**config.mk**
```make
export PLATFORM = sky130hd
export DESIGN_NAME = serial_operand_feeder_flat
export DESIGN_NICKNAME = d
export VERILOG_FILES = /design/src/rtl/serial_operand_feeder_if.sv /design/src/rtl/serial_operand_feeder.sv /design/src/flat_wrapper.sv
export SDC_FILE = /design/constraint.sdc
export NUM_CORES = 1
export LEC_CHECK = 0
export CAP_MARGIN = 25
export CORE_UTILIZATION = 45
export DETAILED_ROUTE_END_ITERATION = 8
export PLACE_DENSITY_LB_ADDON = 0.1
export SLEW_MARGIN = 20
export SYNTH_ARGS = -nofsm -noshare
export SYNTH_HDL_FRONTEND = slang
export SYNTH_SLANG_ARGS = --single-unit
```
**constraint.sdc**
```tcl
create_clock -name clk -period 1.95 [get_ports clk]
set_clock_uncertainty 0.2 [all_clocks]
set_input_delay 0.585 -clock clk [delete_from_list [all_inputs] [get_ports clk]]
set_output_delay 0.585 -clock clk [all_outputs]
set_load 0.02 [all_outputs]
```
**src/rtl/serial_operand_feeder_if.sv**
```systemverilog
// Handshake bundle between an operand producer and serial_operand_feeder.
// Parallel operand side (in_*) and serial bit-pair side (bit_*).
// Optional macro SERIAL_FEEDER_SUB_EN adds the in_sub request bit.
interface serial_operand_feeder_if #(
  parameter int unsigned N = 4
) ();

  logic         in_valid;
  logic         in_ready;
  logic [N:0]   in_a;
  logic [N:0]   in_b;
`ifdef SERIAL_FEEDER_SUB_EN
  logic         in_sub;
`endif
  logic         bit_valid;
  logic         bit_ready;
  logic         bit_a;
  logic         bit_b;
  logic         bit_first;
  logic         bit_last;
  logic         bit_cin;
  logic         busy;

  // Producer / downstream-consumer side: drives operands and bit_ready.
  modport master (
    output in_valid,
    input  in_ready,
    output in_a,
    output in_b,
`ifdef SERIAL_FEEDER_SUB_EN
    output in_sub,
`endif
    input  bit_valid,
    output bit_ready,
    input  bit_a,
    input  bit_b,
    input  bit_first,
    input  bit_last,
    input  bit_cin,
    input  busy
  );

  // Feeder side.
  modport slave (
    input  in_valid,
    output in_ready,
    input  in_a,
    input  in_b,
`ifdef SERIAL_FEEDER_SUB_EN
    input  in_sub,
`endif
    output bit_valid,
    input  bit_ready,
    output bit_a,
    output bit_b,
    output bit_first,
    output bit_last,
    output bit_cin,
    output busy
  );

endinterface : serial_operand_feeder_if

```
**src/rtl/serial_operand_feeder.sv**
```systemverilog
// serial_operand_feeder: accepts a parallel operand pair and streams it to a
// bit-serial adder LSB first, one bit pair per accepted bit transfer.
// A new pair may be accepted on the last-bit transfer so words run without a
// bubble.
// Optional feature macro: SERIAL_FEEDER_SUB_EN -- adds in_sub; when set with
// the operands, B is inverted and carry-in is 1 on the first bit (A-B).
module serial_operand_feeder #(
  parameter int unsigned N = 4
) (
  input  logic                  clk,
  input  logic                  reset,
  serial_operand_feeder_if.slave bus
);

  localparam int unsigned W  = N + 1;
  localparam int unsigned CW = (N > 0) ? $clog2(N + 1) : 1;

  typedef enum logic [0:0] {
    IDLE  = 1'b0,
    SHIFT = 1'b1
  } state_e;

  state_e          state_q;
  state_e          state_d;

  logic [W-1:0]    sh_a_q;
  logic [W-1:0]    sh_b_q;
  logic [CW-1:0]   count_q;
  logic            first_q;
  logic            last_q;
  logic            cin_q;

  logic            load;
  logic            step;
  logic            clear;
  logic            in_ready_c;
  logic [W-1:0]    b_load_c;
  logic            cin_load_c;

  // State register.
  always_ff @(posedge clk) begin
    if (reset) begin
      state_q <= IDLE;
    end else begin
      state_q <= state_d;
    end
  end

  // Next state and datapath controls.
  always_comb begin
    state_d    = state_q;
    load       = 1'b0;
    step       = 1'b0;
    clear      = 1'b0;
    in_ready_c = 1'b0;
    case (state_q)
      IDLE: begin
        in_ready_c = 1'b1;
        if (bus.in_valid) begin
          load    = 1'b1;
          state_d = SHIFT;
        end
      end
      SHIFT: begin
        if (bus.bit_ready) begin
          if (last_q) begin
            in_ready_c = 1'b1;
            if (bus.in_valid) begin
              load = 1'b1;
            end else begin
              clear   = 1'b1;
              state_d = IDLE;
            end
          end else begin
            step = 1'b1;
          end
        end
      end
      default: begin
        state_d = IDLE;
      end
    endcase
  end

  // Operand B as stored (inverted for subtraction) and first-bit carry-in.
  always_comb begin
    b_load_c   = bus.in_b;
    cin_load_c = 1'b0;
`ifdef SERIAL_FEEDER_SUB_EN
    if (bus.in_sub) begin
      b_load_c   = ~bus.in_b;
      cin_load_c = 1'b1;
    end
`endif
  end

  // Shift registers, bit counter and registered first/last/cin flags.
  always_ff @(posedge clk) begin
    if (reset) begin
      sh_a_q  <= '0;
      sh_b_q  <= '0;
      count_q <= '0;
      first_q <= 1'b0;
      last_q  <= 1'b0;
      cin_q   <= 1'b0;
    end else if (load) begin
      sh_a_q  <= bus.in_a;
      sh_b_q  <= b_load_c;
      count_q <= '0;
      first_q <= 1'b1;
      last_q  <= (N == 0);
      cin_q   <= cin_load_c;
    end else if (step) begin
      sh_a_q  <= sh_a_q >> 1;
      sh_b_q  <= sh_b_q >> 1;
      count_q <= count_q + CW'(1);
      first_q <= 1'b0;
      last_q  <= ((count_q + CW'(1)) == CW'(N));
      cin_q   <= 1'b0;
    end else if (clear) begin
      sh_a_q  <= '0;
      sh_b_q  <= '0;
      count_q <= '0;
      first_q <= 1'b0;
      last_q  <= 1'b0;
      cin_q   <= 1'b0;
    end
  end

  // Outputs: all taken from flops except the ready handshake.
  assign bus.in_ready  = in_ready_c;
  assign bus.busy      = (state_q == SHIFT);
  assign bus.bit_valid = (state_q == SHIFT);
  assign bus.bit_a     = sh_a_q[0];
  assign bus.bit_b     = sh_b_q[0];
  assign bus.bit_first = first_q;
  assign bus.bit_last  = last_q;
  assign bus.bit_cin   = cin_q;

endmodule : serial_operand_feeder

```
**src/flat_wrapper.sv**
```systemverilog
// flat-port wrapper written by rule: the top's interface ports become plain ports
module serial_operand_feeder_flat 
#(
  parameter int unsigned N = 4
)
  (clk, reset, bus_in_valid, bus_in_ready, bus_in_a, bus_in_b, bus_bit_valid, bus_bit_ready, bus_bit_a, bus_bit_b, bus_bit_first, bus_bit_last, bus_bit_cin, bus_busy);
  serial_operand_feeder_if #(.N(N)) bus_i ();
  input  logic clk;
  input  logic reset;
  input wire logic [$bits(bus_i.in_valid)-1:0] bus_in_valid;
  output wire logic [$bits(bus_i.in_ready)-1:0] bus_in_ready;
  input wire logic [$bits(bus_i.in_a)-1:0] bus_in_a;
  input wire logic [$bits(bus_i.in_b)-1:0] bus_in_b;
  output wire logic [$bits(bus_i.bit_valid)-1:0] bus_bit_valid;
  input wire logic [$bits(bus_i.bit_ready)-1:0] bus_bit_ready;
  output wire logic [$bits(bus_i.bit_a)-1:0] bus_bit_a;
  output wire logic [$bits(bus_i.bit_b)-1:0] bus_bit_b;
  output wire logic [$bits(bus_i.bit_first)-1:0] bus_bit_first;
  output wire logic [$bits(bus_i.bit_last)-1:0] bus_bit_last;
  output wire logic [$bits(bus_i.bit_cin)-1:0] bus_bit_cin;
  output wire logic [$bits(bus_i.busy)-1:0] bus_busy;
  assign bus_i.in_valid = bus_in_valid;
  assign bus_in_ready = bus_i.in_ready;
  assign bus_i.in_a = bus_in_a;
  assign bus_i.in_b = bus_in_b;
  assign bus_bit_valid = bus_i.bit_valid;
  assign bus_i.bit_ready = bus_bit_ready;
  assign bus_bit_a = bus_i.bit_a;
  assign bus_bit_b = bus_i.bit_b;
  assign bus_bit_first = bus_i.bit_first;
  assign bus_bit_last = bus_i.bit_last;
  assign bus_bit_cin = bus_i.bit_cin;
  assign bus_busy = bus_i.busy;
  serial_operand_feeder #(.N(N)) u_core (.clk(clk), .reset(reset), .bus(bus_i));
endmodule
```
Word-level counts from Yosys, hierarchy flattened
Cells that the tools add are included.
{ "classes": {"bitwise_logic": 1, "eq_ne": 1, "n_reduce_logical": 3, "mux": 28, "n_addsub": 1} }
{ "op_table": {"columns": ["op", "count"], "rows": [
  ["two-way mux 5 bit", 5],
  ["two-way mux 1 bit", 18],
  ["two-way mux 3 bit", 2],
  ["case mux 1 bit (2 select lines)", 3],
  ["adder 3 x 1 -> 3 bit (second input constant)", 1],
  ["== test 3 bit (second input constant)", 1],
  ["nonzero test 3 bit", 1],
  ["nonzero test 2 bit", 1],
  ["OR reduction 2 bit", 1],
  ["inverter 1 bit", 1]
]} }
{ "word_totals": {"inputBits": 14, "ff_bits": 16, "output_inout_bits": 8} }

Logic depth before layout (Yosys ltp)
{ "depth": {"ltp_word": 7, "mapped_depth": 5, "mapped_depth_nobuf": 4} }

Worst setup path after synthesis
Ideal clock, no wire load.
{ "synth_path": {"path_kind": "input-to-output", "start": "input bus_bit_ready", "end": "output bus_in_ready", "t_arrival_ns": 0.927, "path_buffers": 0, "t_required_ns": 1.165, "cell_stages": 2, "slack_ns": 0.238, "cell_sequence": "a21boi_1 inv_1"} }
{ "synth_via": {"elab_chain_cells": 2} }
{ "synth_lines": {"columns": ["element", "line_no", "source"], "rows": [
  ["start, declared", "flat_wrapper.sv:15", "input wire logic [$bits(bus_i.bit_ready)-1:0] bus_bit_ready;"],
  ["two-way mux 1 bit", "serial_operand_feeder.sv:65", "if (bus.bit_ready) begin"],
  ["case mux 1 bit (2 select lines)", "serial_operand_feeder.sv:56", "case (state_q)"],
  ["end, declared", "flat_wrapper.sv:11", "output wire logic [$bits(bus_i.in_ready)-1:0] bus_in_ready;"]
]} }
Every way passes these cells.

Worst setup path in the final report
{ "layout_path": {"start": "input bus_in_valid", "end": "register u_core.sh_b_q[0]"} }
{ "layout_via": {"elab_chain_cells": 5, "elab_cells_between_ends": 10, "cone_classes": "mux (9); reduce/logical (1)"} }
{ "layout_lines": {"columns": ["element", "line_no", "source"], "rows": [
  ["start, declared", "flat_wrapper.sv:10", "input wire logic [$bits(bus_i.in_valid)-1:0] bus_in_valid;"],
  ["two-way mux 1 bit (on tied branches)", "serial_operand_feeder.sv:59, serial_operand_feeder.sv:68", null],
  ["two-way mux 1 bit", "serial_operand_feeder.sv:66", "if (last_q) begin"],
  ["two-way mux 1 bit", "serial_operand_feeder.sv:65", null],
  ["case mux 1 bit (2 select lines) or two-way mux 1 bit (tied branches)", "serial_operand_feeder.sv:56", null],
  ["nonzero test 3 bit (no line) or two-way mux 5 bit (tied branches)", null, null],
  ["end signal, assigned", "serial_operand_feeder.sv:108", "sh_b_q <= b_load_c;"],
  ["end signal, assigned", "serial_operand_feeder.sv:115", "sh_b_q <= sh_b_q >> 1;"],
  ["end, declared", "serial_operand_feeder.sv:27", "logic [W-1:0] sh_b_q;"]
]} }
Parallel ways exist; a longest one is shown, timed or not.
A chain may end at the register's enable or synchronous reset.

==> flow_metrics.env <==
export IMPL_die_w_um=44.2
export IMPL_yosys_warnings=0
export IMPL_vias_per_cell=5.92
export IMPL_start_util=0.509
export IMPL_p_leak_nw=0.425
export IMPL_antenna_found_initial=0
export IMPL_rows=14
export IMPL_syn_cell_area_um2=802
export IMPL_endpoint="u_core.sh_b_q[0]"
export IMPL_ys_ff_latch=16
export IMPL_synth_top_cell_area_share=0.399
export IMPL_worst_r2r_cell_count=5
export IMPL_crit_fanout=10
export IMPL_clock_fmax_mhz=530
export IMPL_ctsHoldBuffers=0
export IMPL_p_per_area_nw_per_um2=647
export IMPL_drive_above_1_share=0.198
export IMPL_rsz0062_at_grt="false"
export IMPL_synth_nets=105
export IMPL_io_buffer_count=20
export IMPL_root_buffer="clkbuf_4"
export IMPL_dpl_cell_area_um2=1050
export IMPL_clockPowerShare=0.307
export IMPL_drv_slew=0
export IMPL_core_area_um2=1580
export IMPL_die_h_um=44.2
export IMPL_hold_path_class="reg2reg"
export IMPL_tritoncts="yes"
export IMPL_ir_worst_vdd_uv=460
export IMPL_grt_max_degree=14
export IMPL_clock_sinks=16
export IMPL_arrival_ns=1.86
export IMPL_cts_buffers=3
export IMPL_start_kind="input port"
export IMPL_post_route_period_util=0.967
export IMPL_dr_pass1_iters=8
export IMPL_violations="design-rule violations"
export IMPL_drtAntennaViolNets=0
export IMPL_yosys_top_cells_count="dfxtp_1, a21oi_1, nand3_1"
export IMPL_run_status="complete, but fails checks"
export IMPL_htree_levels=1
export IMPL_drtIter0Drc=18
export IMPL_grt_ovfl_total=0
export IMPL_areaGrowthSynthToFinish_pct=35.7
export IMPL_r2r_slack_ns=0.12
export IMPL_drc=1
export IMPL_cts_clk_slew_worst_paths_ns=0.09
export IMPL_reg2reg_to="u_core.sh_b_q[0]"
export IMPL_yosys_cell_types_count=26
export IMPL_drt_wl_total_mm=1.95
export IMPL_finalInstanceArea_um2=1090
export IMPL_finalSetupViolations=0
export IMPL_dp_cells=126
export IMPL_max_cap_violations=0
export IMPL_die_area_um2=1950
export IMPL_num_io_pins=22
export IMPL_antennaDiodeCount=0
export IMPL_syn_inst=89
export IMPL_power_frac_comb=0.190
export IMPL_reg2reg_from="u_core.bus.bit_valid"
export IMPL_switching_share=0.252
export IMPL_p_sw_mw=0.178
export IMPL_cts_buffer_depth=2
export IMPL_finish_net_count=133
export IMPL_drt_wirelength_per_cell_um=14.8
export IMPL_async_flop_share=0
export IMPL_grt_pass1_wl_mm=3.35
export IMPL_grt_total_usage=0.230
export IMPL_first_global_vias=777
export IMPL_synth_area_top_cells="dfxtp_1, a221o_1, nand3b_1, a21oi_1, nand3_1"
export IMPL_seqPwrFrac=0.503
export IMPL_dp_hpwl_mm=1.29
export IMPL_yosys_area_top_type="dfxtp_1"
export IMPL_clk_latency_ns=0.28
export IMPL_seq_area_frac_synth=0.399
export IMPL_holdWs_ns=0.287
export IMPL_end_kind="flip-flop"
export IMPL_p_int_mw=0.527
export IMPL_hold_viol=0
export IMPL_synth_avg_cell_area_um2=9.01
export IMPL_fin_crit_ns=1.89
export IMPL_setup_worst_path_class="in2reg"
export IMPL_startpoint="bus_in_valid"
export IMPL_cp_data_required_time_ns=1.93
export IMPL_place_congestion=0.781
export IMPL_synth_edf_count=0
export IMPL_stdcell_count=132
export IMPL_vias=782
export IMPL_synth_main_ff_cell="dfxtp_1"
export IMPL_synth_most_common_cell="dfxtp_1"
-- power by group through the flow --
| stage | sequential [mW] | combinational, mW | clock, mW |
|---|---|---|---|
| 2_1_floorplan | 0.368 | 0.0585 | 0 |
| 3_3_place_gp | 0.361 | 0.129 | 0 |
| 3_5_place_dp | 0.362 | 0.131 | 0 |
| 4_1_cts | 0.354 | 0.130 | 0.224 |
| 5_1_grt | 0.356 | 0.145 | 0.238 |
| 6_report | 0.354 | 0.134 | 0.216 |
-- metrics by stage --
step	utilization	power, mW	setup TNS (ns)	setup slack [ns]
final	0.690	0.704	0	0.0640
after global routing	0.690	0.740	0	0.0265
after CTS	0.690	0.708	0	0.00778
after detailed placement	0.663	0.493	-3.90	-0.677
after global placement	0.663	0.490	-3.56	-0.656
after floorplan	-	0.427	0	0.238
-- worst min path at each step --
stage,start,to,slack (ns),cells after the start
after floorplan,u_core.sh_a_q[4],u_core.sh_a_q[4],0.25,1
after global placement,u_core.count_q[2],u_core.count_q[2],0.27,2
after detailed placement,u_core.sh_a_q[4],u_core.sh_a_q[4],0.27,1
after CTS,u_core.count_q[2],u_core.count_q[2],0.29,2
after global routing,u_core.sh_a_q[4],u_core.sh_a_q[4],0.30,1
final,u_core.count_q[2],u_core.count_q[2],0.29,2
-- layout by cell type (no fill, tap or decap), drive strengths merged --
cell type and n:
a221o 8, nand3 9, a22oi 1, nor2 4
or3 2, ha 2, dlygate4sd2 5, inv 2
a21boi 1, nand2 1, a211oi 3, conb 1
and3b 1, nand3b 8, clkbuf 6, clkdlybuf4s50 12
dfxtp 16, o21ai 3, a22o 2, nor3b 1
or2b 1, a21oi 9, and2 2, buf 13
nand2b 1, nand4b 2
-- metal layers --
metal	global-route usage	up-vias	routed length, um
li1	-	386	-
met2	0.406	25	961
met1	0.270	369	867
met4	0.0485	0	13
met5	0	-	0
met3	0.0776	2	110
-- area by class of cell --
cell class	count	area [um2]
fill	140	488
multi-input combinational	62	429
sequential	16	320
timing repair buffer	32	275
clock buffer	4	36.3
tap	16	20.0
inverter	2	7.51
-- state kept, by name, summed over array words and instances, names as in the netlist --
| register | count |
|---|---|
| u_core.sh_a_q | 5 |
| u_core.sh_b_q | 5 |
| u_core.count_q | 3 |
| u_core.bus.bit_first | 1 |
| u_core.bus.bit_last | 1 |
| u_core.bus.bit_valid | 1 |
-- worst max-delay path, stage by stage --
cell and delay (ns):
clkdlybuf4s50_1 0.48, nand2b_1 0.08, and3b_1 0.32, a221o_1 0.40
-- what timing repair did --
item	CTS	global route
endpoints found under the setup margin	8	10
setup buffers	1	1
resized for setup	16	4
pin swaps	1	1
-- logic make-up after synthesis --
logic type | synth area share
flops | 0.399
fa+ha+maj | 0.0312
other cells | 0.00468
buf+inv | 0.0733
compound gates | 0.243
simple gates | 0.248
(Power assumes the default switching activity.)
